$ cat config.mk
export PLATFORM = sky130hd
export DESIGN_NAME = rom_read_arbiter_flat
export DESIGN_NICKNAME = d
export VERILOG_FILES = /design/src/rtl/rom_read_arbiter_if.sv /design/src/rtl/rom_read_arbiter.sv /design/src/flat_wrapper.sv
export SDC_FILE = /design/constraint.sdc
export NUM_CORES = 1
export LEC_CHECK = 0
export ABC_AREA = 0
export BUFFER_PORTS_ARGS = -buffer_cell sky130_fd_sc_hd__buf_2
export CAP_MARGIN = 10
export CORE_MARGIN = 4
export CORE_UTILIZATION = 39
export DETAILED_ROUTE_END_ITERATION = 7
export PLACE_DENSITY = 0.85
export SLEW_MARGIN = 25
export SYNTH_ARGS = -nofsm -noshare
export SYNTH_HDL_FRONTEND = slang
export SYNTH_SLANG_ARGS = --single-unit
$ cat constraint.sdc
create_clock -name clk -period 4.1 [get_ports clk]
set_clock_uncertainty 0.15 [all_clocks]
set_input_delay 0.205 -clock clk [delete_from_list [all_inputs] [get_ports clk]]
set_output_delay 0.205 -clock clk [all_outputs]
set_load 0.02 [all_outputs]
$ cat src/rtl/rom_read_arbiter_if.sv
// Requester-side bus of rom_read_arbiter.
//   req_valid  : per-requester read pending
//   req_addr   : packed per-requester addresses, slice i = [i*ROM_ADDR_BITS +: ROM_ADDR_BITS]
//   req_ready  : one-hot (or zero) accept strobe
//   rsp_valid  : one-hot (or zero) response strobe
//   rsp_data   : returned ROM word, shared by all requesters
// master = requester side, slave = arbiter side.
interface rom_read_arbiter_if #(
  parameter int unsigned NUM_REQ       = 4,
  parameter int unsigned ROM_ADDR_BITS = 14,
  parameter int unsigned ROM_WIDTH     = 1
);
  logic [NUM_REQ-1:0]               req_valid;
  logic [NUM_REQ*ROM_ADDR_BITS-1:0] req_addr;
  logic [NUM_REQ-1:0]               req_ready;
  logic [NUM_REQ-1:0]               rsp_valid;
  logic [ROM_WIDTH-1:0]             rsp_data;

  modport master (
    output req_valid, req_addr,
    input  req_ready, rsp_valid, rsp_data
  );

  modport slave (
    input  req_valid, req_addr,
    output req_ready, rsp_valid, rsp_data
  );
endinterface

$ cat src/rtl/rom_read_arbiter.sv
// Round-robin arbiter sharing one synchronous single-port ROM (1-cycle registered read)
// between NUM_REQ requesters. At most one read accepted per cycle; the word returns two
// cycles after acceptance with a one-hot rsp_valid pulse naming its requester.
// Ports:
//   clk, rst_n   : clock, asynchronous active-low reset
//   bus (slave)  : requester handshake and response bus
//   rom_address  : ROM address (0 when idle)
//   rom_enable   : ROM read enable, high exactly when a request is accepted
//   rom_data     : ROM output register
module rom_read_arbiter #(
  parameter int unsigned NUM_REQ       = 4,
  parameter int unsigned ROM_ADDR_BITS = 14,
  parameter int unsigned ROM_WIDTH     = 1
) (
  input  logic                     clk,
  input  logic                     rst_n,
  rom_read_arbiter_if.slave        bus,
  output logic [ROM_ADDR_BITS-1:0] rom_address,
  output logic                     rom_enable,
  input  logic [ROM_WIDTH-1:0]     rom_data
);

  localparam int unsigned PtrW = (NUM_REQ > 1) ? $clog2(NUM_REQ) : 1;

  logic [PtrW-1:0]      rr_ptr_q, rr_ptr_d;
  logic [PtrW-1:0]      win, cand;
  logic [31:0]          idx;
  logic                 found;
  logic [NUM_REQ-1:0]   grant;

  logic                 s1_valid_q;
  logic [PtrW-1:0]      s1_id_q;
  logic [NUM_REQ-1:0]   rsp_valid_q, rsp_valid_d;
  logic [ROM_WIDTH-1:0] rsp_data_q;

  // Search valid bits from rr_ptr upward with wrap; first hit wins.
  always_comb begin
    found = 1'b0;
    win   = '0;
    idx   = '0;
    cand  = '0;
    for (int unsigned k = 0; k < NUM_REQ; k++) begin
      idx  = (32'(rr_ptr_q) + k) % NUM_REQ;
      cand = PtrW'(idx);
      if (!found && bus.req_valid[cand]) begin
        found = 1'b1;
        win   = cand;
      end
    end
    // No accepts while reset is held, even if requesters are valid.
    if (!rst_n) begin
      found = 1'b0;
    end
  end

  always_comb begin
    grant       = found ? (NUM_REQ'(1) << win) : '0;
    rom_address = found ? bus.req_addr[win*ROM_ADDR_BITS +: ROM_ADDR_BITS] : '0;
    rr_ptr_d    = rr_ptr_q;
    if (found) begin
      rr_ptr_d = (32'(win) == NUM_REQ - 1) ? '0 : win + 1'b1;
    end
    rsp_valid_d = s1_valid_q ? (NUM_REQ'(1) << s1_id_q) : '0;
  end

  always_ff @(posedge clk or negedge rst_n) begin
    if (!rst_n) begin
      rr_ptr_q    <= '0;
      s1_valid_q  <= 1'b0;
      s1_id_q     <= '0;
      rsp_valid_q <= '0;
      rsp_data_q  <= '0;
    end else begin
      rr_ptr_q    <= rr_ptr_d;
      s1_valid_q  <= found;
      s1_id_q     <= win;
      rsp_valid_q <= rsp_valid_d;
      // rom_data is only meaningful in the cycle after an accept.
      if (s1_valid_q) begin
        rsp_data_q <= rom_data;
      end
    end
  end

  assign bus.req_ready = grant;
  assign bus.rsp_valid = rsp_valid_q;
  assign bus.rsp_data  = rsp_data_q;
  assign rom_enable    = found;

endmodule

$ cat src/flat_wrapper.sv
// flat-port wrapper written by rule: the top's interface ports become plain ports
module rom_read_arbiter_flat 
#(
  parameter int unsigned NUM_REQ       = 4,
  parameter int unsigned ROM_ADDR_BITS = 14,
  parameter int unsigned ROM_WIDTH     = 1
)
  (clk, rst_n, rom_address, rom_enable, rom_data, bus_req_valid, bus_req_addr, bus_req_ready, bus_rsp_valid, bus_rsp_data);
  rom_read_arbiter_if #(.NUM_REQ(NUM_REQ), .ROM_ADDR_BITS(ROM_ADDR_BITS), .ROM_WIDTH(ROM_WIDTH)) bus_i ();
  input  logic clk;
  input  logic rst_n;
  output logic [ROM_ADDR_BITS-1:0] rom_address;
  output logic rom_enable;
  input  logic [ROM_WIDTH-1:0] rom_data;
  input wire logic [$bits(bus_i.req_valid)-1:0] bus_req_valid;
  input wire logic [$bits(bus_i.req_addr)-1:0] bus_req_addr;
  output wire logic [$bits(bus_i.req_ready)-1:0] bus_req_ready;
  output wire logic [$bits(bus_i.rsp_valid)-1:0] bus_rsp_valid;
  output wire logic [$bits(bus_i.rsp_data)-1:0] bus_rsp_data;
  assign bus_i.req_valid = bus_req_valid;
  assign bus_i.req_addr = bus_req_addr;
  assign bus_req_ready = bus_i.req_ready;
  assign bus_rsp_valid = bus_i.rsp_valid;
  assign bus_rsp_data = bus_i.rsp_data;
  rom_read_arbiter #(.NUM_REQ(NUM_REQ), .ROM_ADDR_BITS(ROM_ADDR_BITS), .ROM_WIDTH(ROM_WIDTH)) u_core (.clk(clk), .rst_n(rst_n), .bus(bus_i), .rom_address(rom_address), .rom_enable(rom_enable), .rom_data(rom_data));
endmodule
==> impl_metrics.env <==
export IMPL_synthesis_area_per_instance_um2=10.02
export IMPL_synth_flop_cell="sky130_fd_sc_hd__dfrtp_1"
export IMPL_globalplace_congestion=0.7741
export IMPL_synth_top_cells_by_count="sky130_fd_sc_hd__mux2i_1 (28), sky130_fd_sc_hd__o22ai_1 (14), sky130_fd_sc_hd__dfrtp_1 (10)"
export IMPL_resize_count_post_cts=0
export IMPL_synth_top_cell_by_area="sky130_fd_sc_hd__mux2i_1"
export IMPL_finalCriticalPeriod_ns=2.881
export IMPL_critical_path_required_ns=3.74
export IMPL_ioPinCount=87
export IMPL_fin_nets=244
export IMPL_holdWs_ns=0.03078
export IMPL_clock_tree_buffer_depth=2
export IMPL_flow_area_growth_from_synthesis_pct=51.02
export IMPL_routed_wire_length_per_instance_um=14.22
export IMPL_synthTopCellsByArea="sky130_fd_sc_hd__mux2i_1 (30%), sky130_fd_sc_hd__dfrtp_1 (27%), sky130_fd_sc_hd__o22ai_1 (9.5%), sky130_fd_sc_hd__buf_6 (3.7%), sky130_fd_sc_hd__o221ai_4 (2.8%)"
export IMPL_clk_root_buffer_cell="sky130_fd_sc_hd__clkbuf_4"
export IMPL_postCtsSetupRepairBufs=0
export IMPL_finalSetupTns_ns=0
export IMPL_use_met2_pct=35.48
export IMPL_final_max_slew_viol_count=0
export IMPL_die_area_mm2=0.003206
export IMPL_first_global_vias=1096
export IMPL_floorplan_die_width_um=56.63
export IMPL_design_area_mm2=0.001393
export IMPL_antenna_cells_inserted=0
export IMPL_worst_setup_path_end_kind="output port"
export IMPL_synthesis_yosys_warnings=0
export IMPL_final_layout_size_suffix_gt1_share_pct=55.31
export IMPL_syn_num_nets=156
export IMPL_synth_sequential_area_ratio_pct=27.14
export IMPL_clock_tree_htree_level_count=1
export IMPL_report_final_hold_viol_count=0
export IMPL_dr_first_iter_drc_count=15
export IMPL_final_period_utilization_pct=70.27
export IMPL_cap_viol_max_count=0
export IMPL_clkTransAtPathRegs_ns=0.07
export IMPL_clk_insertion_delay_late_ns=0.26
export IMPL_dr_pass1_iters=4
export IMPL_placement_io_buffers=86
export IMPL_power_density_mw_per_mm2=467.2
export IMPL_setup_viol=0
export IMPL_drcViolationCount=0
export IMPL_detail_route_vias_per_cell=5.164
export IMPL_fin_util_pct=62.35
export IMPL_final_fill_count=191
export IMPL_grt_ovfl_total=0
export IMPL_hold_path_class="in2reg"
export IMPL_sequential_cell_area_um2=250.2
export IMPL_clock_tree_from_tritoncts="done"
export IMPL_ir_drop_mv=0.3052
export IMPL_chipHeight_um=56.63
export IMPL_largest_net_degree_at_the_start_of_global_routing=18
export IMPL_wire_length_of_the_first_global_routing_pass_um=4899
export IMPL_asyncSetResetFlopFracSynth_pct=100.0
export IMPL_power_static_leakage_nw=0.8491
export IMPL_synth_seq_cells=10
export IMPL_synth_enable_flop_cells=0
export IMPL_floorplan_core_area_mm2=0.002233
export IMPL_netlist_instances=92
export IMPL_global_route_usage_met3_pct=3.908
export IMPL_core_rowCount=17
export IMPL_grt_antenna_before_repair=0
export IMPL_start_util_pct=41.29
export IMPL_achievable_frequency_mhz=347.1
export IMPL_arrival_ns=2.53
export IMPL_detailed_place_area_mm2=0.001346
export IMPL_synth_top_area_share_pct=30.39
export IMPL_vias=1069
export IMPL_number_of_buffers_created_by_cts=3
export IMPL_critPathLaunchType="flop"
export IMPL_slew_headroom_pct=53.69
export IMPL_multi_input_comb_area_um2=604.3
export IMPL_global_route_peak_usage_layer="met2"
export IMPL_timing_critical_path_fanout_max=17
export IMPL_met1_usage_pct=21.57
export IMPL_grt_setup_unrepaired="false"
export IMPL_wl_um=2944
export IMPL_status="complete, no violations"
export IMPL_ant_nets=0
export IMPL_hold_buffers=1
export IMPL_clock_sinks=10
export IMPL_post_dp_hpwl_um=2513
export IMPL_yosys_cell_types_count=26
export IMPL_place_inst=202
export IMPL_crit_type="reg2out"
export IMPL_synth_cell_area_um2=922.1
export IMPL_global_route_usage_total_pct=19.33
export IMPL_layout_cells_non_filler=207
export IMPL_synth_most_common_cell="sky130_fd_sc_hd__mux2i_1"
export IMPL_worst_slew_pin_slew_ns=0.6946
[final cells by class]
class	count	share of cell area [%]
clock buffers	4	2.606
flip-flops and latches	10	17.97
repair buffers	88	32.17
inverters	5	1.348
well taps	28	2.516
multi-input cells	72	43.40
[flip-flops by register name, indices dropped and copies added (netlist names)]
signal / cells
u_core.bus.rsp_valid: 4
u_core.bus.rsp_data: 1
u_core.s1_id_q: 2
u_core.rr_ptr_q: 2
u_core.s1_valid_q: 1
[per-stage QoR]
stage	setup WS, ns	power (W)
after floorplan	2.142	0.0004636
after global placement	1.608	0.0005514
after detailed placement	1.504	0.0005672
after CTS	1.202	0.0006576
after global routing	1.050	0.0007040
final	1.219	0.0006506
[cell usage in the layout (no fill, tap or decap), drive strengths merged, types with 2 or more instances in the layout]
| master | count |
|---|---|
| buf | 87 |
| mux2i | 28 |
| o22ai | 14 |
| dfrtp | 10 |
| nand2 | 6 |
| inv | 5 |
| nor2 | 4 |
| clkbuf | 4 |
| and2 | 3 |
| nor2b | 2 |
| mux2 | 2 |
[kinds of logic after synthesis]
kind of cell | synth area share, %
muxes | 33.24
DFF | 27.14
AOI/OAI and AO/OA | 19.00
buffers and inverters | 7.326
and+or+nand+nor | 11.94
adders and majority gates | 1.357
[worst paths after layout]
check,cells after the start,startpoint,to,slack [ns]
worst max register to register,5,u_core.rr_ptr_q[1],u_core.rr_ptr_q[0],1.99
worst min-delay path,2,rom_data,u_core.bus.rsp_data,0.03
max in group asynchronous,2,rst_n,u_core.bus.rsp_valid[0],3.41
worst min register to register,1,u_core.s1_id_q[1],u_core.bus.rsp_valid[1],0.31
worst max-delay path,6,u_core.rr_ptr_q[1],rom_address[12],1.22
min in group asynchronous,2,rst_n,u_core.bus.rsp_valid[3],0.19
[metal layers]
metal	vias up	part of all wire, %
met3	4	8.1
met2	51	55
met4	0	1.2
met1	490	35
met5	-	0
li1	524	-
[worst max-delay path, stage by stage, from the launching register on]
cell and delay [ns]:
sky130_fd_sc_hd__dfrtp_1 0.44, sky130_fd_sc_hd__mux2_4 0.33, sky130_fd_sc_hd__o221ai_4 0.55, sky130_fd_sc_hd__buf_4 0.38
sky130_fd_sc_hd__mux2i_1 0.25, sky130_fd_sc_hd__o22ai_1 0.11, sky130_fd_sc_hd__buf_2 0.19
[where the power goes]
| part | internal (W) | switching [W] |
|---|---|---|
| clock | 0.0000539 | 0.0000334 |
| combinational | 0.000181 | 0.000237 |
| sequential | 0.000123 | 0.0000216 |
(Power assumes the default switching activity.)
